[config.mk]
export PLATFORM = sky130hd
export DESIGN_NAME = pixel_uart_unpacker
export DESIGN_NICKNAME = d
export VERILOG_FILES = /design/src/rtl/pixel_uart_unpacker.sv
export SDC_FILE = /design/constraint.sdc
export NUM_CORES = 1
export LEC_CHECK = 0
export CAP_MARGIN = 10
export CORE_AREA = 2 2 63 65
export CTS_CLUSTER_DIAMETER = 40
export DETAILED_ROUTE_END_ITERATION = 6
export DIE_AREA = 0 0 65 67
export GPL_ROUTABILITY_DRIVEN = 0
export PLACE_DENSITY = 0.77
export SETUP_SLACK_MARGIN = 0.3
export SLEW_MARGIN = 15
export SYNTH_ARGS = -nofsm -noshare
export SYNTH_HDL_FRONTEND = slang
export SYNTH_SLANG_ARGS = --single-unit
[constraint.sdc]
create_clock -name clk -period 2.2 [get_ports clk]
set_input_delay 0.33 -clock clk [delete_from_list [all_inputs] [get_ports clk]]
set_output_delay 0.33 -clock clk [all_outputs]
set_load 0.02 [all_outputs]
[src/rtl/pixel_uart_unpacker.sv]
// -----------------------------------------------------------------------------
// pixel_uart_unpacker
//
// Receives 8N1 UART bytes and unpacks each one into eight binary pixels that
// are streamed, one per accepted handshake, to a pixel serial loader.
//
// The receive side is never stalled. A completed byte goes into a one-byte
// holding stage. If that stage is still busy when the next byte completes,
// the new byte is dropped and overrun_error is raised.
//
// Parameters
//   CLKS_PER_BIT : clock cycles per UART bit period (>= 4)
//   MSB_FIRST    : 0 streams received bit 0 first, 1 streams bit 7 first
//
// Ports
//   clk             : single clock, rising edge
//   rst_n           : asynchronous active-low reset
//   uart_rx         : asynchronous serial input, idle high
//   pixel_bit       : current pixel (0 when nothing is held)
//   pixel_bit_valid : pixel_bit is valid
//   pixel_bit_ready : loader accepts pixel_bit this cycle
//   framing_error   : sticky, a stop bit was sampled low
//   overrun_error   : sticky, a byte was dropped because the hold was busy
//   err_clear       : synchronous pulse that clears both sticky flags
// -----------------------------------------------------------------------------
module pixel_uart_unpacker #(
    parameter int CLKS_PER_BIT = 868,
    parameter bit MSB_FIRST    = 1'b0
) (
    input  logic clk,
    input  logic rst_n,
    input  logic uart_rx,
    output logic pixel_bit,
    output logic pixel_bit_valid,
    input  logic pixel_bit_ready,
    output logic framing_error,
    output logic overrun_error,
    input  logic err_clear
);

    localparam int CNT_W = (CLKS_PER_BIT > 1) ? $clog2(CLKS_PER_BIT) : 1;

    // Last count of a full bit period, and the half-period point used to
    // re-check the start bit near its centre.
    localparam logic [CNT_W-1:0] BAUD_LAST = CNT_W'(CLKS_PER_BIT - 1);
    localparam logic [CNT_W-1:0] BAUD_MID  = CNT_W'(CLKS_PER_BIT / 2 - 1);

    typedef enum logic [2:0] {
        IDLE       = 3'd0,
        START      = 3'd1,
        DATA       = 3'd2,
        STOP       = 3'd3,
        BREAK_WAIT = 3'd4
    } rx_state_e;

    // -------------------------------------------------------------------------
    // Input synchronizer
    // -------------------------------------------------------------------------
    logic rx_meta_q;
    logic rx_s_q;

    // NOTE: sequential state uses non-blocking assignments only, so every
    // flop samples the pre-edge value of its inputs regardless of process order.
    always_ff @(posedge clk or negedge rst_n) begin
        if (!rst_n) begin
            rx_meta_q <= 1'b1;
            rx_s_q    <= 1'b1;
        end else begin
            rx_meta_q <= uart_rx;
            rx_s_q    <= rx_meta_q;
        end
    end

    // -------------------------------------------------------------------------
    // Receive FSM: state register
    // -------------------------------------------------------------------------
    rx_state_e state_q;
    rx_state_e state_d;

    always_ff @(posedge clk or negedge rst_n) begin
        if (!rst_n) begin
            state_q <= IDLE;
        end else begin
            state_q <= state_d;
        end
    end

    logic [CNT_W-1:0] baud_cnt_q;
    logic [CNT_W-1:0] baud_cnt_d;
    logic [2:0]       bit_cnt_q;
    logic [2:0]       bit_cnt_d;
    logic [7:0]       shift_q;
    logic [7:0]       shift_d;

    logic baud_mid;
    logic baud_last;

    assign baud_mid  = (baud_cnt_q == BAUD_MID);
    assign baud_last = (baud_cnt_q == BAUD_LAST);

    // -------------------------------------------------------------------------
    // Receive FSM: next-state logic
    // -------------------------------------------------------------------------
    // NOTE: every variable assigned in a combinational block gets a default
    // first, so no path can leave it unassigned and infer a latch.
    always_comb begin
        state_d = state_q;
        unique case (state_q)
            IDLE: begin
                if (!rx_s_q) state_d = START;
            end
            START: begin
                // A line that is high again at mid-start was only a glitch.
                if (baud_mid) state_d = rx_s_q ? IDLE : DATA;
            end
            DATA: begin
                if (baud_last && (bit_cnt_q == 3'd7)) state_d = STOP;
            end
            STOP: begin
                if (baud_last) state_d = rx_s_q ? IDLE : BREAK_WAIT;
            end
            BREAK_WAIT: begin
                if (rx_s_q) state_d = IDLE;
            end
            default: state_d = IDLE;
        endcase
    end

    // -------------------------------------------------------------------------
    // Receive FSM: outputs and datapath next-state
    // -------------------------------------------------------------------------
    logic byte_done;
    logic framing_set;

    always_comb begin
        baud_cnt_d  = baud_cnt_q + 1'b1;
        bit_cnt_d   = bit_cnt_q;
        shift_d     = shift_q;
        byte_done   = 1'b0;
        framing_set = 1'b0;
        unique case (state_q)
            IDLE: begin
                baud_cnt_d = '0;
                bit_cnt_d  = '0;
            end
            START: begin
                if (baud_mid) baud_cnt_d = '0;
            end
            DATA: begin
                if (baud_last) begin
                    baud_cnt_d         = '0;
                    shift_d[bit_cnt_q] = rx_s_q;
                    // Wraps 7 -> 0 as the last data bit is taken.
                    bit_cnt_d          = bit_cnt_q + 3'd1;
                end
            end
            STOP: begin
                if (baud_last) begin
                    baud_cnt_d = '0;
                    if (rx_s_q) byte_done   = 1'b1;
                    else        framing_set = 1'b1;
                end
            end
            BREAK_WAIT: begin
                baud_cnt_d = '0;
            end
            default: begin
                baud_cnt_d = '0;
                bit_cnt_d  = '0;
            end
        endcase
    end

    always_ff @(posedge clk or negedge rst_n) begin
        if (!rst_n) begin
            baud_cnt_q <= '0;
            bit_cnt_q  <= '0;
            shift_q    <= '0;
        end else begin
            baud_cnt_q <= baud_cnt_d;
            bit_cnt_q  <= bit_cnt_d;
            shift_q    <= shift_d;
        end
    end

    // -------------------------------------------------------------------------
    // Output holding stage
    // -------------------------------------------------------------------------
    logic [7:0] hold_byte_q;
    logic [7:0] hold_byte_d;
    logic       hold_full_q;
    logic       hold_full_d;
    logic [2:0] out_idx_q;
    logic [2:0] out_idx_d;

    logic handshake;
    logic last_accept;
    logic hold_load;
    logic overrun_set;

    assign handshake   = hold_full_q && pixel_bit_ready;
    assign last_accept = handshake && (out_idx_q == 3'd7);

    // A new byte may enter when the hold is empty or is emptied this cycle.
    assign hold_load   = byte_done && (!hold_full_q || last_accept);
    assign overrun_set = byte_done && !hold_load;

    always_comb begin
        hold_byte_d = hold_byte_q;
        hold_full_d = hold_full_q;
        out_idx_d   = out_idx_q;
        if (hold_load) begin
            hold_byte_d = shift_q;
            hold_full_d = 1'b1;
            out_idx_d   = 3'd0;
        end else if (handshake) begin
            if (out_idx_q == 3'd7) begin
                hold_full_d = 1'b0;
                out_idx_d   = 3'd0;
            end else begin
                out_idx_d = out_idx_q + 3'd1;
            end
        end
    end

    // NOTE: the hold register is reset even though hold_full gates its use,
    // so a reset mid-stream leaves no stale pixel data behind.
    always_ff @(posedge clk or negedge rst_n) begin
        if (!rst_n) begin
            hold_byte_q <= '0;
            hold_full_q <= 1'b0;
            out_idx_q   <= '0;
        end else begin
            hold_byte_q <= hold_byte_d;
            hold_full_q <= hold_full_d;
            out_idx_q   <= out_idx_d;
        end
    end

    // For MSB-first streaming, ~out_idx equals 7 - out_idx on 3 bits.
    logic [2:0] sel_idx;

    assign sel_idx         = MSB_FIRST ? ~out_idx_q : out_idx_q;
    assign pixel_bit       = hold_full_q & hold_byte_q[sel_idx];
    assign pixel_bit_valid = hold_full_q;

    // -------------------------------------------------------------------------
    // Sticky error flags: a set event in the same cycle beats err_clear.
    // -------------------------------------------------------------------------
    logic framing_error_q;
    logic framing_error_d;
    logic overrun_error_q;
    logic overrun_error_d;

    always_comb begin
        framing_error_d = framing_error_q;
        overrun_error_d = overrun_error_q;
        if (err_clear) begin
            framing_error_d = 1'b0;
            overrun_error_d = 1'b0;
        end
        if (framing_set) framing_error_d = 1'b1;
        if (overrun_set) overrun_error_d = 1'b1;
    end

    always_ff @(posedge clk or negedge rst_n) begin
        if (!rst_n) begin
            framing_error_q <= 1'b0;
            overrun_error_q <= 1'b0;
        end else begin
            framing_error_q <= framing_error_d;
            overrun_error_q <= overrun_error_d;
        end
    end

    assign framing_error = framing_error_q;
    assign overrun_error = overrun_error_q;

endmodule

# Word-level counts from Yosys, hierarchy flattened
# Cells that the tools add are included.
[op_classes]
n_reduce_logical = 20
add_sub_neg = 3
n_eq_ne = 14
bitwise = 2
n_lt_le_gt_ge = 3
n_mux = 33
[op_table]
columns = ["cell", "count"]
rows = [
  ["two-way mux 3 bit", 10],
  ["two-way mux 10 bit", 2],
  ["case mux 10 bit (2 select lines)", 1],
  ["case mux 3 bit (5 select lines)", 1],
  ["two-way mux 1 bit", 14],
  ["!= test 2 bit, second input constant", 6],
  ["adder 10 x 1 -> 10 bit, second input constant", 1],
  ["equality test 10 bit, second input constant", 1],
  ["equality test 10 x 9 -> 1 bit, second input constant", 1],
  ["equality test 3 bit, second input constant", 3],
  ["bitwise mux 8 bit", 1],
  ["< comparator 3 x 4 -> 1 bit, second input constant", 2],
  ["nonzero test 2 bit", 4],
  ["adder 3 x 1 -> 3 bit, second input constant", 2],
  ["equality test 3 x 2 -> 1 bit, second input constant", 2],
  ["logical AND 1 bit", 6],
  ["case mux 3 bit (2 select lines)", 1],
  ["AND reduction 2 bit", 3],
  ["AND reduction 5 bit", 1],
  ["binary-select mux 1 bit (select 3 bit)", 1],
  ["demux 1 bit (select 3 bit)", 1],
  ["equality test 3 x 1 -> 1 bit, second input constant", 1],
  [">= comparator 3 x 1 -> 1 bit, second input constant", 1],
  ["logical NOT 3 bit", 1],
  ["7 further kinds", 8],
]
[totals]
elab_cells = 86
reg_bits = 40
inputBits = 5
out_inout_bits = 4

# Longest topological paths before layout
[logic_depth]
word_depth = 7
ltp_mapped = 6
mapped_depth_nobuf = 6

# Worst setup path after synthesis
# OpenSTA, ideal clock, no wires.
[synth_timing]
path_type = "reg2reg"
from = "register baud_cnt_q[0]"
to = "register shift_q[4]"
stages_incl_launch_ff = 6
setup_ns = 0.125
path_buffers = 0
period_less_slack_ns = 1.779
arrival_time_ns = 1.654
required_time_ns = 2.075
slack_ns = 0.421
path_cell_list = "dfrtp_1 ha_1 and2b_1 nand4_2 nor4b_2 mux2_2"
[synth_via]
elab_chain_len = 2
[synth_lines]
columns = ["item", "line_no", "source"]
rows = [
  ["from (decl)", "88", "logic [CNT_W-1:0] baud_cnt_q;"],
  ["from (signal assigned)", "180", "baud_cnt_q <= baud_cnt_d;"],
  ["equality test 10 bit", "99", "assign baud_last = (baud_cnt_q == BAUD_LAST);"],
  ["AND reduction 2 bit (no source line)", "-", ""],
  ["to (signal assigned)", "182", "shift_q <= shift_d;"],
  ["to (decl)", "92", "logic [7:0] shift_q;"],
]
# No other way between the ends.
# A chain may end at the register's enable or synchronous reset.

# Worst setup path after layout
[layout_timing]
from = "register out_idx_q[0]"
to = "output pixel_bit"
[layout_via]
elab_chain_len = 3
[layout_lines]
columns = ["item", "line_no", "source"]
rows = [
  ["from (decl)", "193", "logic [2:0] out_idx_q;"],
  ["from (signal assigned)", "236", "out_idx_q <= out_idx_d;"],
  ["binary-select mux 1 bit (select 3 bit)", "244", "assign pixel_bit = hold_full_q & hold_byte_q[sel_idx];"],
  ["two-way mux 1 bit (implied by the code)", "244", ""],
  ["AND 1 bit", "244", ""],
  ["to (decl)", "33", "output logic pixel_bit,"],
]
# No other way between the ends. The select of a mux whose other input is x is not followed.

==> results <==
- The count of nets left with antenna violations after detail routing is 0.
- For this run, the detailed router's first-pass iteration total came to 4.
- The total of max-cap violations is 0.
- In this run the count of I/O pins placed on the die edge is 9.
- The number of enable flip-flop cells after synthesis is 0.
- In this run, the clock network consumes 38.5% of the power.
- Global routing consumed, over all layers together, 20.3% of the routing resources.
- The first global-routing pass estimated 6.68 mm of wire.
- After synthesis, the largest area contributor takes up 44.9% of total cell area.
- The total number of nets in the final design is 211.
- STA puts the critical path data required time at 1870 ps.
- The number of buffers inserted during clock tree synthesis is 5.
- The number of antenna violations at the first check in global routing is 0.
- The power spent charging and discharging nets is 0.417 mW.
- Clock latency on the worst-skew pair, taken at its later pin, is 300 ps.
- The worst setup path is of the reg -> out kind.
- The cell area that synthesis handed to floorplanning was 2120 sq um.
- The CTS tree is built.
- The via count of the first global-routing pass was 1427.
- The internal portion of the total power is 1.28 mW.
- The most used flip-flop cell after synthesis is dfrtp_1.
- The yosys synthesis warning count is 0.
- The peak ir drop on the vdd network is 0.000617 V.
- The ratio of routed vias to standard cells is 5.86.
- In this run switching power makes up 24.5% of total power.
- The clock period could shrink to 1890 ps.
- The average instance in the mapped netlist occupies 11.2 sq um.
- The commonest cells after synthesis are dfrtp_1 (38), mux2_2 (20), nand2_1 (18), nor3_1 (13), nor2_1 (9).
- Entering global routing, the biggest net connects 41 pins.
- The core region is 3610 sq um.
- The most used standard cell by instance count after synthesis is dfrtp_1.
- The part of the total power dissipated in combinational logic is 11.4%.
- The routed design has 4.07 mm of wire.
- The share of the Yosys chip area taken by registers is 47.4%.
- The area growth from synthesis to layout is 15.1%.
- The first routing iteration left 49 violations.
- The clock input transition at the sequential cells of the worst setup and hold paths is 80 ps.
- The via count of the routed design is 1459.
- The final total power is 1.70 mW.
- The flow ran to the end, and the final reports show no timing, DRC or antenna violations.
- The number of setup violations in the final report is 0.
- The type of the worst min-delay path is in -> async.
- The cell count after synthesis is 189.
- Setup repair after global routing could not meet its margin everywhere.
- The floorplan has 22 rows.
- Detailed placement finished with a half-perimeter wire length of 2.66 mm.
- The final max-slew violation count is 0.
- The tightest slew margin relative to the limit is 41.3%.
- Cells with a size suffix above 1 make up 31.3% of the layout.
- For this configuration, the core starts out at a cell density of 58.7%.
- The worst-margin pin slew is 880 ps.
- The data arrival time of the critical path is 1560 ps.
- The die is 65 um wide.
- Counting every sink on the clock net gives 40.
- Between clock sinks in the finished design, the worst skew comes to 8.28 ps.
- The worst setup path is captured at an output pin.
- Clock tree synthesis selected as its root buffer the cell clkbuf_8.
- After synthesis the netlist holds a flip-flop and latch count of 40.
- Registers are responsible for 50.0% of the overall power.
- The largest fanout on the critical path is 3.
- After global routing the overflow that remains totals 0.
- The H-tree was split into 2 levels.
- The sum of negative setup slack is 0 ps.
- Sorting the synthesized cells by area gives the leading types as dfrtp_1 (45%), mux2_2 (11%), ha_1 (3.5%).
- The average routed wire per standard cell is 16.3 um.
- Power spread over the standard cell area amounts to 699 nW/um^2.
- The category of the worst setup path launch point is a flip-flop.
- The longest clock path from root to sink contains 2 buffers.
- The final hold violation count is 0.
- Static timing analysis puts the maximum clock frequency at 528 MHz.
- The analysis attributes to cell leakage a power of 1.05 nW.
- The die area is 4360 sq um.
- The count of cell types in the netlist is 48.
- The count of buffers added on input and output ports is 8.
- The final-layout fill cell count is 263.
- For this run, design rule violations remaining after detail routing come to 0.
- Counting flops with an async set or reset pin after synthesis yields a share of 100%.
- The die is 67 um tall.
- Of the available clock period, the critical path in the final layout requires 86.1%.
- The synthesized net count is 200.
- The cell taking the most area after synthesis is dfrtp_1.
- The number of antenna diodes in the final layout is 0.
==> power groups by stage <==
stage / combinational (mW) / clock, mW / sequential (mW)
final: 0.195 / 0.656 / 0.851
after floorplan: 0.122 / 0 / 0.845
after CTS: 0.188 / 0.662 / 0.849
after global placement: 0.161 / 0 / 0.859
after detailed placement: 0.168 / 0 / 0.868
after global routing: 0.221 / 0.696 / 0.860
==> final cells by class <==
type	instances	area [sq um]	area share (%)
Clock buffer	7	96.3	3.96
Tap cell	48	60.1	2.47
Inverter	4	15.0	0.617
Timing Repair Buffer	14	115	4.73
Multi-Input combinational cell	135	1110	45.6
Sequential cell	40	1010	41.4
Clock inverter	1	30.0	1.23
==> critical path: stages (launching register included) <==
cell and delay (ps):
dfrtp_2 410, mux4_2 510, mux2i_1 140, nor2b_1 50, buf_2 150
==> stage by stage <==
step	std cells	setup slack [ps]	hold WS [ps]	instance area (sq um)	utilization, %
after floorplan	189	421	34.4	2120	-
after global placement	236	204	348	2210	61.3
after detailed placement	236	138	349	2210	61.3
after CTS	245	283	181	2360	65.4
after global routing	249	236	215	2430	67.5
final	249	306	146	2430	67.5
==> sequential cells by signal (all words and copies together), names as in the netlist <==
| signal | count |
|---|---|
| baud_cnt_q | 10 |
| hold_byte_q | 8 |
| shift_q | 8 |
| bit_cnt_q | 3 |
| out_idx_q | 3 |
| state_q | 3 |
| framing_error | 1 |
| overrun_error | 1 |
| pixel_bit_valid | 1 |
| rx_meta_q | 1 |
| rx_s_q | 1 |
==> cells in the final DEF (no fill, tap or decap), types with 5 or more instances in the layout <==
master / n
buf_4: 6
clkbuf_8: 7
clkdlybuf4s50_1: 6
dfrtp_1: 34
mux2_2: 20
nand2_1: 17
nand3_1: 8
nand3b_1: 6
nor2_1: 9
nor3_1: 13
xnor2_1: 5
==> final timing paths <==
path                          startpoint              to  slack (ps)  cells after the start
max                         out_idx_q[0]       pixel_bit         310                      4
min                                rst_n  hold_byte_q[4]         150                      1
max reg2reg                baud_cnt_q[1]      shift_q[4]         350                      5
min reg2reg                    rx_meta_q          rx_s_q         360                      0
max in group asynchronous          rst_n      state_q[0]        1440                      1
min in group clk               rx_meta_q          rx_s_q         360                      0
==> metal layers <==
layer / up-vias / wire length [um] / track usage [%] / share of wire [%]
li1: 710 / - / - / -
met1: 723 / 1710 / 23.9 / 42
met2: 20 / 2200 / 36.9 / 54
met3: 6 / 98 / 4.56 / 2.4
met4: 0 / 56 / 6.38 / 1.4
met5: - / 0 / 0 / 0
==> what timing repair did <==
item | CTS | global route
resized for setup | 8 | 12
setup buffers | 1 | 4
hold buffers | 0 | 0
pin swaps | 0 | 1
endpoints found under the setup margin | 22 | 24
==> logic make-up after synthesis <==
kind of cell	count (synthesis)	synth area share (%)
multiplexers	23	13.2
buffers and inverters	14	2.96
adder cells (fa/ha/maj)	6	3.55
XOR/XNOR	8	3.31
AO/OA/AOI/OAI	16	5.80
AND/OR/NAND/NOR	82	23.7
flip-flops	40	47.4
Note: power is estimated with default switching activity, not from simulation.
